### src/rtl/theremin_pkg.sv
// -----------------------------------------------------------------------------
// theremin_pkg
// Shared constants for the theremin datapath.
//   - FM_IDLE / FM_GATE / FM_LATCH : 2-bit state codes of the frequency meter
//   - fm_state_t                   : enum built on those codes
//   - GATE_CYCLES_100M / _50M      : 10 ms window lengths for 100 MHz and 50 MHz
//                                    system clocks; the clock divider derives its
//                                    k constants from the same clock rates
// -----------------------------------------------------------------------------
package theremin_pkg;

    localparam logic [1:0] FM_IDLE  = 2'd0;
    localparam logic [1:0] FM_GATE  = 2'd1;
    localparam logic [1:0] FM_LATCH = 2'd2;

    typedef enum logic [1:0] {
        ST_IDLE  = FM_IDLE,
        ST_GATE  = FM_GATE,
        ST_LATCH = FM_LATCH
    } fm_state_t;

    localparam int unsigned SYS_CLK_100M_HZ  = 100_000_000;
    localparam int unsigned SYS_CLK_50M_HZ   = 50_000_000;

    // 10 ms measurement window at each system clock rate
    localparam int unsigned GATE_CYCLES_100M = SYS_CLK_100M_HZ / 100;
    localparam int unsigned GATE_CYCLES_50M  = SYS_CLK_50M_HZ / 100;

endpackage : theremin_pkg

### src/rtl/sync_edge_det.sv
// -----------------------------------------------------------------------------
// sync_edge_det
// Brings an asynchronous level into the clk domain through two flops, then
// delays it once more so a rising edge can be detected.
//   clk     : system clock
//   rst     : asynchronous active-low reset, clears all three flops
//   d_async : asynchronous input level
//   rise    : high for one clk cycle per synchronized rising edge
// -----------------------------------------------------------------------------
module sync_edge_det
    import theremin_pkg::*;
(
    input  logic clk,
    input  logic rst,
    input  logic d_async,
    output logic rise
);

    logic r_s1;
    logic r_s2;
    logic r_s3;

    always_ff @(posedge clk or negedge rst) begin
        if (!rst) begin
            r_s1 <= 1'b0;
            r_s2 <= 1'b0;
            r_s3 <= 1'b0;
        end else begin
            r_s1 <= d_async;
            r_s2 <= r_s1;
            r_s3 <= r_s2;
        end
    end

    assign rise = r_s2 & ~r_s3;

endmodule : sync_edge_det

### src/rtl/freq_meter.sv
// -----------------------------------------------------------------------------
// freq_meter
// Gated frequency meter: counts rising edges of sig_in over GATE_CYCLES clk
// cycles and publishes the total once per window.
//   clk    : system clock
//   rst    : asynchronous active-low reset
//   en     : measurement enable (clk domain)
//   sig_in : oscillator input, asynchronous to clk
//   count  : rising-edge count of the last completed window
//   valid  : one-cycle pulse coincident with count/ovf updating
//   ovf    : last completed window saturated the edge counter
//   busy   : high while a window is open
// -----------------------------------------------------------------------------
module freq_meter
    import theremin_pkg::*;
#(
    parameter int unsigned GATE_CYCLES = GATE_CYCLES_100M,
    parameter int unsigned GATE_W      = 26,
    parameter int unsigned CNT_W       = 20
) (
    input  logic             clk,
    input  logic             rst,
    input  logic             en,
    input  logic             sig_in,
    output logic [CNT_W-1:0] count,
    output logic             valid,
    output logic             ovf,
    output logic             busy
);

    localparam logic [GATE_W-1:0] GATE_LAST = GATE_W'(GATE_CYCLES - 1);
    localparam logic [CNT_W-1:0]  CNT_MAX   = {CNT_W{1'b1}};

    logic w_rise;

    fm_state_t        r_state;
    fm_state_t        w_state_next;
    logic [GATE_W-1:0] r_gate_cnt;
    logic [GATE_W-1:0] w_gate_cnt_next;
    logic [CNT_W-1:0]  r_edge_cnt;
    logic [CNT_W-1:0]  w_edge_cnt_next;
    logic              r_ovf_int;
    logic              w_ovf_int_next;
    logic [CNT_W-1:0]  r_count;
    logic [CNT_W-1:0]  w_count_next;
    logic              r_ovf;
    logic              w_ovf_next;
    logic              r_valid;
    logic              w_valid_next;
    logic              r_busy;
    logic              w_busy_next;

    sync_edge_det u_sync (
        .clk     (clk),
        .rst     (rst),
        .d_async (sig_in),
        .rise    (w_rise)
    );

    always_ff @(posedge clk or negedge rst) begin
        if (!rst) begin
            r_state    <= ST_IDLE;
            r_gate_cnt <= '0;
            r_edge_cnt <= '0;
            r_ovf_int  <= 1'b0;
            r_count    <= '0;
            r_ovf      <= 1'b0;
            r_valid    <= 1'b0;
            r_busy     <= 1'b0;
        end else begin
            r_state    <= w_state_next;
            r_gate_cnt <= w_gate_cnt_next;
            r_edge_cnt <= w_edge_cnt_next;
            r_ovf_int  <= w_ovf_int_next;
            r_count    <= w_count_next;
            r_ovf      <= w_ovf_next;
            r_valid    <= w_valid_next;
            r_busy     <= w_busy_next;
        end
    end

    always_comb begin
        w_state_next    = r_state;
        w_gate_cnt_next = r_gate_cnt;
        w_edge_cnt_next = r_edge_cnt;
        w_ovf_int_next  = r_ovf_int;
        w_count_next    = r_count;
        w_ovf_next      = r_ovf;
        w_valid_next    = 1'b0;

        case (r_state)
            ST_IDLE: begin
                w_gate_cnt_next = '0;
                w_edge_cnt_next = '0;
                w_ovf_int_next  = 1'b0;
                if (en) begin
                    w_state_next = ST_GATE;
                end
            end

            ST_GATE: begin
                if (!en) begin
                    // Abort: discard the partial window, published result untouched
                    w_state_next    = ST_IDLE;
                    w_gate_cnt_next = '0;
                    w_edge_cnt_next = '0;
                    w_ovf_int_next  = 1'b0;
                end else begin
                    w_gate_cnt_next = r_gate_cnt + 1'b1;
                    if (w_rise) begin
                        if (r_edge_cnt == CNT_MAX) begin
                            w_ovf_int_next = 1'b1;
                        end else begin
                            w_edge_cnt_next = r_edge_cnt + 1'b1;
                        end
                    end
                    if (r_gate_cnt == GATE_LAST) begin
                        w_state_next = ST_LATCH;
                    end
                end
            end

            ST_LATCH: begin
                // valid is registered alongside count/ovf so all three change
                // together; any rise seen in this cycle is intentionally lost.
                w_count_next    = r_edge_cnt;
                w_ovf_next      = r_ovf_int;
                w_valid_next    = 1'b1;
                w_gate_cnt_next = '0;
                w_edge_cnt_next = '0;
                w_ovf_int_next  = 1'b0;
                w_state_next    = en ? ST_GATE : ST_IDLE;
            end

            default: begin
                w_state_next = ST_IDLE;
            end
        endcase

        w_busy_next = (w_state_next == ST_GATE);
    end

    assign count = r_count;
    assign valid = r_valid;
    assign ovf   = r_ovf;
    assign busy  = r_busy;

endmodule : freq_meter
### config.mk
export PLATFORM = sky130hd
export DESIGN_NAME = freq_meter
export DESIGN_NICKNAME = d
export VERILOG_FILES = /design/src/rtl/theremin_pkg.sv /design/src/rtl/sync_edge_det.sv /design/src/rtl/freq_meter.sv
export SDC_FILE = /design/constraint.sdc
export NUM_CORES = 1
export LEC_CHECK = 0
export BUFFER_PORTS_ARGS = -buffer_cell sky130_fd_sc_hd__buf_2
export CORE_MARGIN = 5
export CORE_UTILIZATION = 25
export CTS_BUF_LIST = sky130_fd_sc_hd__clkbuf_8
export DETAILED_ROUTE_END_ITERATION = 16
export GPL_ROUTABILITY_DRIVEN = 1
export SLEW_MARGIN = 25
export SYNTH_ARGS = -nofsm -noshare
export SYNTH_HDL_FRONTEND = slang
export SYNTH_HIERARCHICAL = 1
export SYNTH_SLANG_ARGS = --single-unit
export TNS_END_PERCENT = 100
### constraint.sdc
create_clock -name clk -period 1.8 [get_ports clk]
set_input_delay 0.18 -clock clk [delete_from_list [all_inputs] [get_ports clk]]
set_output_delay 0.18 -clock clk [all_outputs]
set_load 0.02 [all_outputs]
==> results.toml <==
[outcome]
run_status = "finished, violations left"
failed_checks = "negative setup slack"

[finish]
antennaDiodeCount = 0
finish.cell_count_without_fillers = 655
n_fill_cell = 1514
area_growth_pct = 29.1
final_cell_area_sq_um = 4800
multi_input_area_sq_um = 1780
nets = 473
final_core_util_pct = 33.0
ff_latch_area_sq_um = 1880
drive_above_1_share_pct = 33.8

[hold_path]
worstHoldPathType = "in2reg"
holdCritStartpoint = "en"

[worst_setup_path]
worst_ep_required_time_ps = 2060
setup.worst_path.start = "r_edge_cnt[1]"
setup.worst_path.start_class = "flop"
setup.worst_path.class = "reg2reg"
worst_setup_path_end_kind = "flop"
cp.arrival_ps = 2130
worst-path-max-fanout = 8
worst_r2r_startpoint = "r_edge_cnt[1]"

[floorplan]
die_area_sq_um = 17400
core.rowCount = 44
coreArea_sq_um = 14500
die_w_um = 132
ios = 27
floorplan.initialDensity_pct = 25.6
die-height_um = 132

[run]
drv_cap = 0

[placement]
post-place-cells = 625
port_buffers = 26
dp_hpwl_mm = 6.94
placed_area_sq_um = 4410
gp_congestion = 0.827

[global_routing]
vias_in_the_first_global_route = 3256
grt_antenna_before_repair = 0
grt_start_max_net_pins = 30
grt_pass1_wl_mm = 16.3
gr-usage-all-layers_pct = 11.3
grt_remaining_overflow = 0

[logic_synthesis]
synth-adder-area-share_pct = 0.674
post_synth_edffs = 0
warnings_from_yosys = 6
synthCells = 380
synth.mux.area_fraction_pct = 5.76
post_synth_xor_area_fraction_pct = 0.236
synth_async_sr_flop_share_pct = 100
ys_dominant_reg_cell = "dfrtp_1"
postSynthAreaPerCell_sq_um = 9.78
synth_compound_gate_area_share_pct = 18.6
yosys.cell_types.count = 46
synth_top_family_by_area = "simple AND/OR/NAND/NOR gates"
synth_sequential_area_ratio_pct = 50.5
synth-simple-area-share_pct = 20.4
synth_fp_nets = 386
number_of_storage_elements_in_the_synthesis_netlist = 75
syn_area_sq_um = 3710

[route]
detailroute.wirelength.met2_mm = 4.91
via_count = 3356
detail_route.wirelength_mm = 9.81
initialDrtViolationCount = 252
m1WireLength_mm = 4.24
post-route-drc-count = 0
drtAntennaViolNets = 0
firstDrtPassIters = 4
route.top_layer_used = "met4"
avgViaCountPerCell = 5.12
wl_met3_um = 478
post_drt_wl_per_cell_um = 15.0

[pwr]
power_per_cell_area_nw_per_um2 = 624
power_leakage_nw = 2.20
totalPowerFinal_mw = 2.99
irDropWorstVdd_v = 0.000270

[sta]
achievable-frequency_ghz = 0.533
period_needed_ps = 1870
whs_ps = 282
grt_setup_unrepaired = "true"
finalSetupViolCount = 15
max-slew-margin-rel_pct = 69.4
final-hold-violation-count = 0
finalClockSkew_ps = 8.38
finalCritPeriodShare_pct = 104
maxSlewViolCount = 0
setup_slack_ps = -74.7
max_slew.worst_pin.slew_ps = 455

[clocking]
clkLatencyLatePin_ps = 360
cts.root.buffer_cell = "clkbuf_8"
cts_made_buffers = 9
cts.htree.levels = 3
clock_tree_from_tritoncts = "built"
cts.path.max_buffers = 2
clock_sink_count = 75
clk_transition_reported_paths_ps = 70
[state kept, by name, summed over array words and instances (netlist names)]
signal / flops
r_edge_cnt: 20
ovf: 1
busy: 1
u_sync/r_s3: 1
u_sync/r_s2: 1
u_sync/r_s1: 1
valid: 1
r_state: 2
r_gate_cnt: 26
count: 20
r_ovf_int: 1
[metal layers]
layer  track usage, %  vias up
met5                0        -
li1                 -     1595
met4             3.66        0
met1             14.1     1657
met2             18.6       90
met3             3.47       14
[timing repair]
item / CTS / global route
pin swaps: 1 / 14
endpoints found under the setup margin: 5 / 28
cloned: 0 / 1
hold buffers: 2 / 0
resized for setup: 1 / 40
endpoints found under the hold margin: 27 / 0
buffers inserted: 0 / 12
[worst paths after layout]
| check | cells past startpoint | end | slack, ps |
|---|---|---|---|
| min in group asynchronous | 2 | r_state[1] | 290 |
| setup reg to reg | 7 | r_edge_cnt[19] | -70 |
| max in group asynchronous | 3 | r_gate_cnt[0] | 910 |
| hold / removal | 4 | r_edge_cnt[1] | 280 |
| setup / recovery | 7 | r_edge_cnt[19] | -70 |
| hold reg to reg | 0 | u_sync/r_s2 | 360 |
[where the power goes]
part | total [mW] | leakage, nW | internal, mW | switching [mW]
sequential | 1.70 | 1.03 | 1.69 | 0.00784
combinational | 0.171 | 1.08 | 0.0618 | 0.109
clock | 1.12 | 0.0943 | 0.513 | 0.606
[through the flow]
step / worst slack [ps] / setup TNS [ps]
after global placement: 47.3 / 0
after floorplan: 38.1 / 0
after detailed placement: -14.2 / -22.1
after CTS: 0.703 / 0
final: -74.7 / -411
after global routing: -149 / -1940
[cells by family (layout without fill, tap and decap cells)]
family                   Yosys count  in the layout
buffers and inverters             32            123
adder cells (fa/ha/maj)            2              2
flip-flops                        75             75
multiplexers                      19             19
XOR/XNOR                           1              1
AND/OR/NAND/NOR                  138            138
AO/OA/AOI/OAI                    113            113
[worst max-delay path, cell delays in order (launching register included)]
cell	delay, ps
dfrtp_1	410
ha_4	170
nand3_4	80
or4_4	520
o22ai_4	260
buf_6	170
o21ai_0	90
o31ai_1	80
[cell usage in the layout, fill, tap and decap left out, types with 3 or more instances in the layout]
cell      instances
and4_1            4
buf_6             4
nand4_1          15
mux2_2           19
nor4_1            5
nor2_1           18
buf_4            68
clkbuf_8         10
dfrtp_2           4
nor3_1            4
inv_1            10
dfrtp_1          71
clkinv_2          3
and3_1            7
a21oi_1          13
a41oi_1           4
nand2_1          37
nand2b_1          3
o21ai_0          35
o31ai_1          11
a31oi_1          18
o21ai_1          13
or3_1             5
nand3_1          19
o21ai_2           5
and2_1            7
buf_2            25
[cell type report]
cell class / instances / area share (%)
clock inverter: 5 / 0.470
inverter: 8 / 0.626
tap: 184 / 4.80
clock buffer: 10 / 2.87
sequential: 75 / 39.2
multi-input combinational: 273 / 37.2
timing repair buffer: 100 / 14.8
[cell usage after synthesis (3+ instances only)]
library cell / instances / area share, %
dfrtp_1: 75 / 51
o21ai_0: 51 / 6.9
nand2_1: 38 / 3.8
nand3_1: 20 / 2.7
mux2_2: 19 / 5.8
nor2_1: 19 / 1.9
a31oi_1: 18 / 3.0
clkbuf_1: 16 / 1.6
nand4_1: 15 / 2.5
a21oi_1: 14 / 1.9
o31ai_1: 12 / 2.4
inv_1: 8 / 0.81
and2_1: 7 / 1.2
and3_1: 7 / 1.2
and4_1: 5 / 1.2
buf_2: 5 / 0.67
nor3_1: 5 / 0.67
nor4_1: 5 / 0.84
or3_1: 5 / 0.84
a41oi_1: 4 / 0.94
nand2b_1: 3 / 0.51
(Power assumes the default switching activity.)
